[src/rtl/reboot_request_ctrl.sv]
// Reboot request controller: debounces the image-select switches, guards
// the reboot command behind a two-write unlock sequence with an idle
// timeout, and hands a stable image number to the ICAP sequencer.
module reboot_request_ctrl #(
  parameter logic [15:0] DEBOUNCE_CYCLES = 16'd50000,
  parameter logic [7:0]  STARTUP_CYCLES  = 8'd16,
  parameter logic [7:0]  KEY_TIMEOUT     = 8'd255
) (
  input  logic       fastclk,
  input  logic       reset,
  input  logic [3:0] sw,
  input  logic       wr_en,
  input  logic [7:0] wr_data,
  input  logic       ack,
  output logic       req,
  output logic [3:0] image_sel,
  output logic       armed,
  output logic [3:0] sw_stable
);

  typedef enum logic [2:0] {
    ST_STARTUP,
    ST_IDLE,
    ST_KEY1,
    ST_ARMED,
    ST_REQ,
    ST_DONE
  } state_e;

  localparam logic [7:0] KEY_UNLOCK1 = 8'hA5;
  localparam logic [7:0] KEY_UNLOCK2 = 8'h5A;
  localparam logic [7:0] CMD_USE_SW  = 8'hFF;
  localparam logic [3:0] CMD_IMAGE   = 4'hB;

  state_e      state_q, state_d;
  logic [3:0]  sync1_q, sync1_d;
  logic [3:0]  sync2_q, sync2_d;
  logic [15:0] deb_cnt_q, deb_cnt_d;
  logic [3:0]  sw_stable_q, sw_stable_d;
  logic [7:0]  startup_cnt_q, startup_cnt_d;
  logic [7:0]  timeout_cnt_q, timeout_cnt_d;
  logic [3:0]  image_sel_q, image_sel_d;
  logic        req_q, req_d;
  logic        armed_q, armed_d;

  // Two-flop synchronizer for the asynchronous switches.
  always_comb begin
    sync1_d = sw;
    sync2_d = sync1_q;
  end

  // Debounce: the counter advances only while the synchronized value
  // disagrees with the accepted one, so any return to the accepted value
  // restarts the qualification window.
  always_comb begin
    sw_stable_d = sw_stable_q;
    deb_cnt_d   = '0;
    if (sync2_q != sw_stable_q) begin
      if (deb_cnt_q == DEBOUNCE_CYCLES - 16'd1) begin
        sw_stable_d = sync2_q;
      end else begin
        deb_cnt_d = deb_cnt_q + 16'd1;
      end
    end
  end

  // Next-state logic; a write always wins over an expiring timeout.
  always_comb begin
    state_d       = state_q;
    startup_cnt_d = '0;
    timeout_cnt_d = '0;
    image_sel_d   = image_sel_q;
    case (state_q)
      ST_STARTUP: begin
        if (startup_cnt_q == STARTUP_CYCLES - 8'd1) begin
          state_d = ST_IDLE;
        end else begin
          startup_cnt_d = startup_cnt_q + 8'd1;
        end
      end
      ST_IDLE: begin
        if (wr_en && (wr_data == KEY_UNLOCK1)) begin
          state_d = ST_KEY1;
        end
      end
      ST_KEY1: begin
        if (wr_en) begin
          state_d = (wr_data == KEY_UNLOCK2) ? ST_ARMED : ST_IDLE;
        end else if (timeout_cnt_q == KEY_TIMEOUT - 8'd1) begin
          state_d = ST_IDLE;
        end else begin
          timeout_cnt_d = timeout_cnt_q + 8'd1;
        end
      end
      ST_ARMED: begin
        if (wr_en) begin
          if (wr_data[7:4] == CMD_IMAGE) begin
            image_sel_d = wr_data[3:0];
            state_d     = ST_REQ;
          end else if (wr_data == CMD_USE_SW) begin
            image_sel_d = sw_stable_q;
            state_d     = ST_REQ;
          end else begin
            state_d = ST_IDLE;
          end
        end else if (timeout_cnt_q == KEY_TIMEOUT - 8'd1) begin
          state_d = ST_IDLE;
        end else begin
          timeout_cnt_d = timeout_cnt_q + 8'd1;
        end
      end
      ST_REQ: begin
        if (ack) begin
          state_d = ST_DONE;
        end
      end
      ST_DONE: begin
        state_d = ST_DONE;
      end
      default: begin
        state_d = ST_STARTUP;
      end
    endcase
    // Outputs are decoded from the next state and registered, so req and
    // armed track the state register without an input-to-output path.
    req_d   = (state_d == ST_REQ);
    armed_d = (state_d == ST_ARMED);
  end

  // State and datapath registers with synchronous reset.
  always_ff @(posedge fastclk) begin
    if (reset) begin
      state_q       <= ST_STARTUP;
      sync1_q       <= '0;
      sync2_q       <= '0;
      deb_cnt_q     <= '0;
      sw_stable_q   <= '0;
      startup_cnt_q <= '0;
      timeout_cnt_q <= '0;
      image_sel_q   <= '0;
      req_q         <= 1'b0;
      armed_q       <= 1'b0;
    end else begin
      state_q       <= state_d;
      sync1_q       <= sync1_d;
      sync2_q       <= sync2_d;
      deb_cnt_q     <= deb_cnt_d;
      sw_stable_q   <= sw_stable_d;
      startup_cnt_q <= startup_cnt_d;
      timeout_cnt_q <= timeout_cnt_d;
      image_sel_q   <= image_sel_d;
      req_q         <= req_d;
      armed_q       <= armed_d;
    end
  end

  assign req       = req_q;
  assign armed     = armed_q;
  assign image_sel = image_sel_q;
  assign sw_stable = sw_stable_q;

endmodule
[config.mk]
export PLATFORM = sky130hd
export DESIGN_NAME = reboot_request_ctrl
export DESIGN_NICKNAME = d
export VERILOG_FILES = /design/src/rtl/reboot_request_ctrl.sv
export SDC_FILE = /design/constraint.sdc
export NUM_CORES = 1
export LEC_CHECK = 0
export CORE_UTILIZATION = 42
export CTS_CLUSTER_SIZE = 20
export DETAILED_ROUTE_END_ITERATION = 16
export GPL_ROUTABILITY_DRIVEN = 0
export PLACE_DENSITY = 0.72
export SLEW_MARGIN = 10
export SYNTH_ARGS = -nofsm -noshare
export SYNTH_HDL_FRONTEND = slang
export SYNTH_SLANG_ARGS = --single-unit
[constraint.sdc]
create_clock -name fastclk -period 2.3 [get_ports fastclk]
set_clock_uncertainty 0.2 [all_clocks]
set_input_delay 0.46 -clock fastclk [delete_from_list [all_inputs] [get_ports fastclk]]
set_output_delay 0.46 -clock fastclk [all_outputs]
set_load 0.1 [all_outputs]
# After elaboration in Yosys (flattened, before gate mapping)
# Index checks and enable logic that the tools add are counted.
totals:
  out_inout_bits: 10
  wordCells: 52
  reg_bits: 53
  in_bits: 16
classes:
  bitwise_logic: 3
  n_eq_ne: 15
  n_reduce_logical: 9
  mux: 12
  addsub: 3
ops:
  columns: ["op", "n"]
  rows:
  - ["8-bit == test (second input constant)", 3]
  - ["3-bit 2-to-1 mux", 8]
  - ["3-bit case mux with 6 select lines", 1]
  - ["16-bit by 1-bit adder with 16-bit output (second input constant)", 1]
  - ["8-bit by 1-bit adder with 8-bit output (second input constant)", 2]
  - ["16-bit == test (second input constant)", 1]
  - ["3-bit by 2-bit == test with 1-bit output (second input constant)", 3]
  - ["3-bit == test (second input constant)", 3]
  - ["8-bit by 4-bit == test with 1-bit output (second input constant)", 1]
  - ["8-bit by 7-bit == test with 1-bit output (second input constant)", 1]
  - ["4-bit 2-to-1 mux", 2]
  - ["3-bit OR reduction", 2]
  - ["4-bit == test (second input constant)", 1]
  - ["4-bit inequality test", 1]
  - ["4-bit OR reduction", 1]
  - ["3-bit by 1-bit == test with 1-bit output (second input constant)", 1]
  - ["3-bit zero test", 1]
  - ["1-bit NOT", 3]
  - ["3-bit AND reduction", 1]
  - ["2-bit 2-to-1 mux", 1]
  - ["2-bit AND reduction", 1]
  - ["2-bit nonzero test", 1]
  - ["2-bit OR reduction", 1]
  - ["1-bit logical AND", 1]

# Longest topological paths before layout
# Gate-level depths: netlist (run 1).
logic_depth:
  ltp_word: 6
  mapped_depth: 7
  ltp_nobuf: 6

# Least setup slack after synthesis (run 1)
# No wires, ideal clock.
synth_timing:
  kind: "register to register"
  startpoint: "register sw_stable_q[3] (netlist: sw_stable[3])"
  endpoint: "register deb_cnt_q[11]"
  period_less_slack_ns: 2.211
  path_stages_with_launch: 7
  arrival_ns: 1.947
  setup_slack_ns: 0.089
  setup_ns: 0.064
  required_ns: 2.036
  cell_sequence: "dfxtp_1 -> xnor2_1 -> a41o_1 -> or2_1 -> buf_6 -> buf_12 -> nor2_1"
synth_via:
  elab_chain_len: 3
synth_rtl:
  columns: ["element", "line", "source"]
  rows:
  - ["start, declared", "39", "logic [3:0] sw_stable_q, sw_stable_d;"]
  - ["start signal, assigned", "148", "sw_stable_q <= sw_stable_d;"]
  - ["4-bit inequality test", "58", "if (sync2_q != sw_stable_q) begin"]
  - ["1-bit NOT (no source line)", null, null]
  - ["3-bit OR reduction (no source line)", null, null]
  - ["end signal, assigned", "147", "deb_cnt_q <= deb_cnt_d;"]
  - ["end, declared", "38", "logic [15:0] deb_cnt_q, deb_cnt_d;"]
# Every way passes these cells.
# A chain may end at the register's enable or synchronous reset.

# Final worst setup path (run 1)
layout_timing:
  startpoint: "input port wr_data[4]"
  endpoint: "register armed_q (netlist: armed)"
layout_via:
  elab_chain_len: 6
  word_cells_on_any_way: 13
  classes_between: "eq/ne (5); mux (7); reduce/logical (1)"
layout_rtl:
  columns: ["element", "line", "source"]
  rows:
  - ["start, declared", "13", "input logic [7:0] wr_data,"]
  - ["8-bit == test", "100", "end else if (wr_data == CMD_USE_SW) begin"]
  - ["3-bit 2-to-1 mux", "100", null]
  - ["3-bit 2-to-1 mux", "97", "if (wr_data[7:4] == CMD_IMAGE) begin"]
  - ["3-bit 2-to-1 mux", "96", "if (wr_en) begin"]
  - ["3-bit case mux with 6 select lines *", "73", "case (state_q)"]
  - ["3-bit by 2-bit == test with 1-bit output *", "127", "armed_d = (state_d == ST_ARMED);"]
  - ["end signal, assigned", "153", "armed_q <= armed_d;"]
  - ["end, declared", "44", "logic armed_q, armed_d;"]
# Every way passes the cells marked *; elsewhere a longest branch is shown, timed or not.

==> qor.yml, run 1 <==
setup_violations: 0
worstSkewPairLatency_ps: 300
coreArea_um2: 5140
fmax_ghz: 0.4518
critical-path-top-delay-family: "simple AND/OR/NAND/NOR gates"
ir_drop_mv: 0.2881
cp_num_cells: 6
start_util: 0.4372
relSlewSlack: 0.7273
synthSimpleGateAreaFrac: 0.2578
yosys.area_share.adder: 0.02227
yosysWarnings: 0
drc: 0
path_cells: "clkdlybuf4s50_1, or4b_1, nor4_1, buf_4, a21oi_1, a221oi_1"
worst_pin_slew_ps: 405.4
fin_ws_ps: 86.51
synth_nets: 258
diodes: 0
syn_to_final_growth_pct: 21.49
synth-xor-area-share: 0.1052
via_count: 1734
synth_edf_count: 0
synth_top_area_frac: 0.4722
antenna_found_initial: 0
rsz0062_at_grt: "no"
r2r_cells: 4
synth_mux_area_frac: 0.03563
die_h_um: 75.15
grt_max_degree: 19
drive_above_1_share: 0.1214
cts_hold_buf: 0
num_rows: 26
slowest_stage: "or4b_1"
globalRouteOverflowTotal: 0
avgSynthCellArea_um2: 9.442
regToRegStartpoint: "deb_cnt_q[6]"
synth_commonest_cells: "53 x dfxtp_1, 40 x nor2_1, 19 x xnor2_1, 12 x nand2_1, 10 x nand3_1"
top_layer: "met4"
finalCriticalPeriod_ps: 2213
cts_resized: 0
met2_length_mm: 1.756
worst_setup_path_start_kind: "primary input"
cts_root_buf: "clkbuf_8"
grt_pass1_vias: 1485
cp.required_ps: 2300
clk_path_buf_depth: 2
htreeDepth: 2
slowest_delay_ps: 520
hold_end: "sync2_q[3]"
postSynthCellCount: 238
routed_via_density: 4.954
post-route-util: 0.5312
ys.flop_type: "dfxtp_1"
dr.pass1.iters: 4
drt_iter0_markers: 76
worstSetupEndpointType: "register"
hold_violations: 0
power_density_nw_per_um2: 597.9
wl_met3_um: 154
grt_usage: 0.1553
cts_tree: "built"
maxCapViolCount: 0
post-dp-hpwl_mm: 2.922
grt_pass1_wl_mm: 6.596
ios: 26
place_ws_ps: -233.1
syn_area_um2: 2247
final_net_count: 299
path_clk_slew_ps: 90
hold_ws_ps: 242.3
critPathArrivalTime_ps: 2220
route.antenna.remaining_nets: 0
synth.distinct_cells: 39
path_max_fanout: 3
synth.most_common_cell: "dfxtp_1"
cts_made_buffers: 5
synth_top_area_cell: "dfxtp_1"
synth_top_family_by_area: "simple AND/OR/NAND/NOR gates"
whs_path_depth: 1
wl_mm: 3.973
ys_ff_latch: 53
synthArstFlopShare: 0
dieArea_um2: 5647
critical_path_class: "in -> reg"
wire_per_inst_um: 11.35
ys_seq_area_frac: 0.4722
slew_viol_final: 0
cts_setup_buffers: 0
holdCritStartpoint: "sync1_q[3]"
r2r-end: "deb_cnt_q[15]"
wl_met1_mm: 1.986
hold_path_class: "reg -> reg"
worst-path-buf-inv: 2
yosys-top-cells-area: "dfxtp_1 47%, xnor2_1 7.4%, nor2_1 6.7%"
reg2reg_slack_ps: 310
cts_sinks: 53
die_w_um: 75.15
p_leak_nw: 0.9477
finalCritPeriodShare: 0.9624
synth_compound_gate_area_share: 0.07461
status: "finished clean"
io_buffers: 25
cell type report:
type | count | area [um2]
Clock inverter | 2 | 38.79
Multi-Input combinational cell | 172 | 1114
Sequential cell | 53 | 1061
Clock buffer | 6 | 72.57
Tap cell | 70 | 87.58
Fill cell | 504 | 2410
Timing Repair Buffer | 38 | 322.8
Inverter | 9 | 33.78
power breakdown:
group | internal (W) | total, W | switching [W] | leakage, nW
sequential | 0.000930 | 0.000937 | 0.00000725 | 0.429
clock | 0.000327 | 0.000611 | 0.000284 | 0.0554
combinational | 0.0000482 | 0.0000841 | 0.0000359 | 0.463
state kept, by name, summed over array words and instances (netlist names):
| name | cells |
|---|---|
| req | 1 |
| armed | 1 |
| state_q | 3 |
| sw_stable | 4 |
| sync2_q | 4 |
| image_sel | 4 |
| timeout_cnt_q | 8 |
| startup_cnt_q | 8 |
| sync1_q | 4 |
| deb_cnt_q | 16 |
metal layers:
metal  vias up  track usage
met3         7      0.03481
met5         -            0
met2        36       0.2412
li1        921            -
met1       770       0.2051
met4         0      0.07407
placed cells by master (no fill, tap or decap), types with 2 or more instances in the layout:
cell | synthesis | routed
a211oi_1 | 7 | 7
a21oi_1 | 7 | 7
and3_1 | 4 | 4
buf_4 | 0 | 23
clkbuf_8 | 0 | 5
clkdlybuf4s50_1 | 0 | 15
dfxtp_1 | 53 | 53
ha_1 | 4 | 4
inv_1 | 9 | 9
mux2i_1 | 8 | 8
nand2_1 | 12 | 12
nand3_1 | 10 | 10
nand4_1 | 5 | 5
nand4b_1 | 2 | 2
nor2_1 | 40 | 40
nor2b_1 | 8 | 8
nor3_1 | 6 | 6
nor4_1 | 9 | 9
or3_1 | 4 | 4
or4b_1 | 2 | 2
xnor2_1 | 19 | 19
xor2_1 | 8 | 8
stage by stage:
step / std cells / area, um2 / total power (W) / TNS [ps]
final: 350 / 2730 / 0.001632 / 0
after global routing: 350 / 2730 / 0.001707 / 0
after CTS: 350 / 2730 / 0.001662 / 0
after detailed placement: 342 / 2619 / 0.001044 / -445.8
after global placement: 342 / 2619 / 0.001043 / -330.0
after floorplan: 238 / 2247 / 0.0009994 / 0
worst max path at each step:
stage | endpoint | from | slack, ps
floorplan | deb_cnt_q[11] | sw_stable[3] | 90
global placement | armed | wr_data[4] | -150
detailed placement | armed | wr_data[4] | -230
CTS | armed | wr_data[4] | 80
global route | armed | wr_data[4] | 20
finish | armed | wr_data[4] | 90
cells by family after synthesis:
family,count (synthesis)
compound gates,23
fa+ha+maj,4
xor+xnor,27
flops,53
simple gates,110
buf+inv,13
mux,8
Power figures use the tool's default switching activity.
==> run 2: changes to the inputs <==
--- a/config.mk
+++ b/config.mk
@@ -7,3 +7,3 @@
 export LEC_CHECK = 0
-export CORE_UTILIZATION = 42
+export CORE_UTILIZATION = 50
 export CTS_CLUSTER_SIZE = 20
@@ -11,3 +11,3 @@
 export GPL_ROUTABILITY_DRIVEN = 0
-export PLACE_DENSITY = 0.72
+export PLACE_DENSITY = 0.81
 export SLEW_MARGIN = 10
==> constraint.sdc (replaced) <==
create_clock -name fastclk -period 2.3 [get_ports fastclk]
set_clock_uncertainty 0.2 [all_clocks]
set_input_delay 0.69 -clock fastclk [delete_from_list [all_inputs] [get_ports fastclk]]
set_output_delay 0.69 -clock fastclk [all_outputs]
set_load 0.1 [all_outputs]
==> run 2 against run 1 <==
  * Final area grew 6.5%
  * Via count grew 4.0%
  * Combinational power grew 9.6%
  * Cell count shrank 3.1%
  * Setup slack lost 38 ps
  * Clock-buffer cell count grew 1
  * Utilization grew 14 points
  * Non-clock buffer count grew 7
  * Critical path type unchanged
  * Critical endpoint is now image_sel[0]
==> qor.yml, run 2 (synthesis gave the netlist of run 1 again) <==
drc: 0  # unchanged
wire_per_inst_um: 13.15  # was 11.35 um
hold_violations: 0  # unchanged
cp.required_ps: 2320  # was 2300 ps
wl_mm: 4.459  # was 3.973 mm
worstSetupEndpointType: "register"  # unchanged
worstSkewPairLatency_ps: 310  # was 300 ps
hold_path_class: "reg -> reg"  # unchanged
finalCriticalPeriod_ps: 2251  # was 2213 ps
r2r-end: "deb_cnt_q[1]"  # was deb_cnt_q[15]
relSlewSlack: 0.6467  # was 0.7273
grt_pass1_vias: 1665  # was 1485
drt_iter0_markers: 77  # was 76
worst_pin_slew_ps: 530.0  # was 405.4 ps
final_net_count: 306  # was 299
layout_commonest_cell: "dfxtp_1"  # unchanged
die_h_um: 69.04  # was 75.15 um
start_util: 0.5197  # was 0.4372
holdCritStartpoint: "sync1_q[1]"  # was sync1_q[3]
path_clk_slew_ps: 90  # about the same
grt_max_degree: 18  # was 19
fill_cells: 338  # was 504
dieArea_um2: 4767  # was 5647 um2
setup_violations: 0  # unchanged
r2r_cells: 4  # unchanged
finalCritPeriodShare: 0.9787  # was 0.9624
placed_cell_area_um2: 2759  # was 2619 um2
htreeDepth: 2  # unchanged
cts_made_buffers: 5  # unchanged
ir_drop_mv: 0.4084  # was 0.2881 mV
io_buffers: 25  # unchanged
cts_root_buf: "clkbuf_8"  # unchanged
globalRouteOverflowTotal: 0  # unchanged
ios: 26  # unchanged
post-route-util: 0.6725  # was 0.5312
die_w_um: 69.04  # was 75.15 um
routed_via_density: 5.322  # was 4.954
critical_path_class: "in -> reg"  # unchanged
antenna_found_initial: 0  # unchanged
fmax_ghz: 0.4442  # was 0.4518 GHz
cts_sinks: 53  # unchanged
crit_start: "wr_data[0]"  # was wr_data[4]
hold_ws_ps: 249.3  # was 242.3 ps
cts_hold_buf: 0  # unchanged
cp-endpoint: "image_sel[0]"  # was armed
p_leak_nw: 1.034  # was 0.9477 nW
reg2reg_slack_ps: 180  # was 310 ps
top_register: "deb_cnt_q"  # unchanged
clk_path_buf_depth: 2  # unchanged
coreArea_um2: 4324  # was 5140 um2
dr.pass1.iters: 4  # unchanged
grt_pass1_wl_mm: 7.258  # was 6.596 mm
status: "finished clean"  # unchanged
diodes: 0  # unchanged
rsz0062_at_grt: "no"  # unchanged
top_regs: "deb_cnt_q x16, startup_cnt_q x8, timeout_cnt_q x8"  # unchanged
cts_tree: "built"  # unchanged
drive_above_1_share: 0.1498  # was 0.1214
power_density_nw_per_um2: 530.2  # was 597.9 nW/um2
syn_to_final_growth_pct: 29.40  # was 21.49%
maxCapViolCount: 0  # unchanged
path_max_fanout: 5  # was 3
critPathArrivalTime_ps: 2270  # was 2220 ps
grt_usage: 0.1887  # was 0.1553
num_rows: 24  # was 26
post-route-cell-area_um2: 2908  # was 2730 um2
route.antenna.remaining_nets: 0  # unchanged
via_count: 1804  # was 1734
worst_setup_path_start_kind: "primary input"  # unchanged
layout_common_cells: "53 x dfxtp_1, 40 x nor2_1, 19 x xnor2_1, 19 x buf_4, 12 x nand2_1"  # was 53 x dfxtp_1, 40 x nor2_1, 23 x buf_4
post-dp-hpwl_mm: 3.107  # was 2.922 mm
largest_reg_flops: 16  # unchanged
regToRegStartpoint: "deb_cnt_q[12]"  # was deb_cnt_q[6]
slew_viol_final: 0  # unchanged
run 2: cell count changes in the layout (fill, tap and decap cells not counted), moves of 4 or more:
cell	before	now
buf_4	23	19
dlymetal6s2s_1	0	4
clkdlybuf4s50_1	15	11
buf_12	0	10
run 2: worst min path at each step:
stage / to / slack [ps] / cells after the start
3_5_place_dp: sync2_q[1] / 230 / 1
6_report: sync2_q[1] / 250 / 1
3_3_place_gp: sync2_q[1] / 220 / 1
5_1_grt: sync2_q[1] / 260 / 1
4_1_cts: sync2_q[1] / 250 / 1
2_1_floorplan: sync2_q[0] / 210 / 1
run 2: timing repair:
| item | CTS | global route |
|---|---|---|
| gates cloned | 0 | 1 |
| setup endpoints to repair | 2 | 6 |
| setup buffers | 0 | 1 |
| gates resized for setup | 1 | 8 |
| pin swaps | 2 | 5 |
run 2: layout make-up:
type / count / area, um2 / share of cell area
Sequential cell: 53 / 1061 / 0.3649
Inverter: 9 / 33.78 / 0.01162
Clock inverter: 1 / 7.507 / 0.002582
Clock buffer: 7 / 76.32 / 0.02625
Tap cell: 52 / 65.06 / 0.02238
Timing Repair Buffer: 45 / 514.2 / 0.1769
Multi-Input combinational cell: 172 / 1150 / 0.3954
run 2: report_power, final:
part | switching (W) | internal [W] | total (W)
clock network | 0.000295 | 0.000216 | 0.000511
registers | 0.00000828 | 0.000930 | 0.000939
logic | 0.0000413 | 0.0000509 | 0.0000922
run 2: stage by stage:
step	total power (W)	setup TNS, ps	instances	setup slack (ps)
6_report	0.001542	0	339	49.00
5_1_grt	0.001591	0	339	16.49
4_1_cts	0.001548	0	337	5.850
3_5_place_dp	0.001050	-2425	329	-423.0
3_3_place_gp	0.001046	-2277	329	-379.5
2_1_floorplan	0.0009994	0	238	69.56
run 2: worst max-delay path, stage by stage:
cell and delay (ps):
clkdlybuf4s50_1 510, nand4_1 180, a2111oi_4 400, buf_4 210
nor2_1 50, a211oi_1 240
run 2: layer usage:
| layer | GRT usage | vias up | part of all wire |
|---|---|---|---|
| li1 | - | 928 | - |
| met1 | 0.2402 | 836 | 0.46 |
| met2 | 0.3042 | 33 | 0.48 |
| met3 | 0.04532 | 7 | 0.034 |
| met4 | 0.08163 | 0 | 0.017 |
| met5 | 0 | - | 0 |
==> run 3: changes to the inputs <==
Settings changed: CTS_CLUSTER_SIZE 20 to not set.
==> results of run 3 <==
Final layout, timing and power as in run 2 (identical DEF).
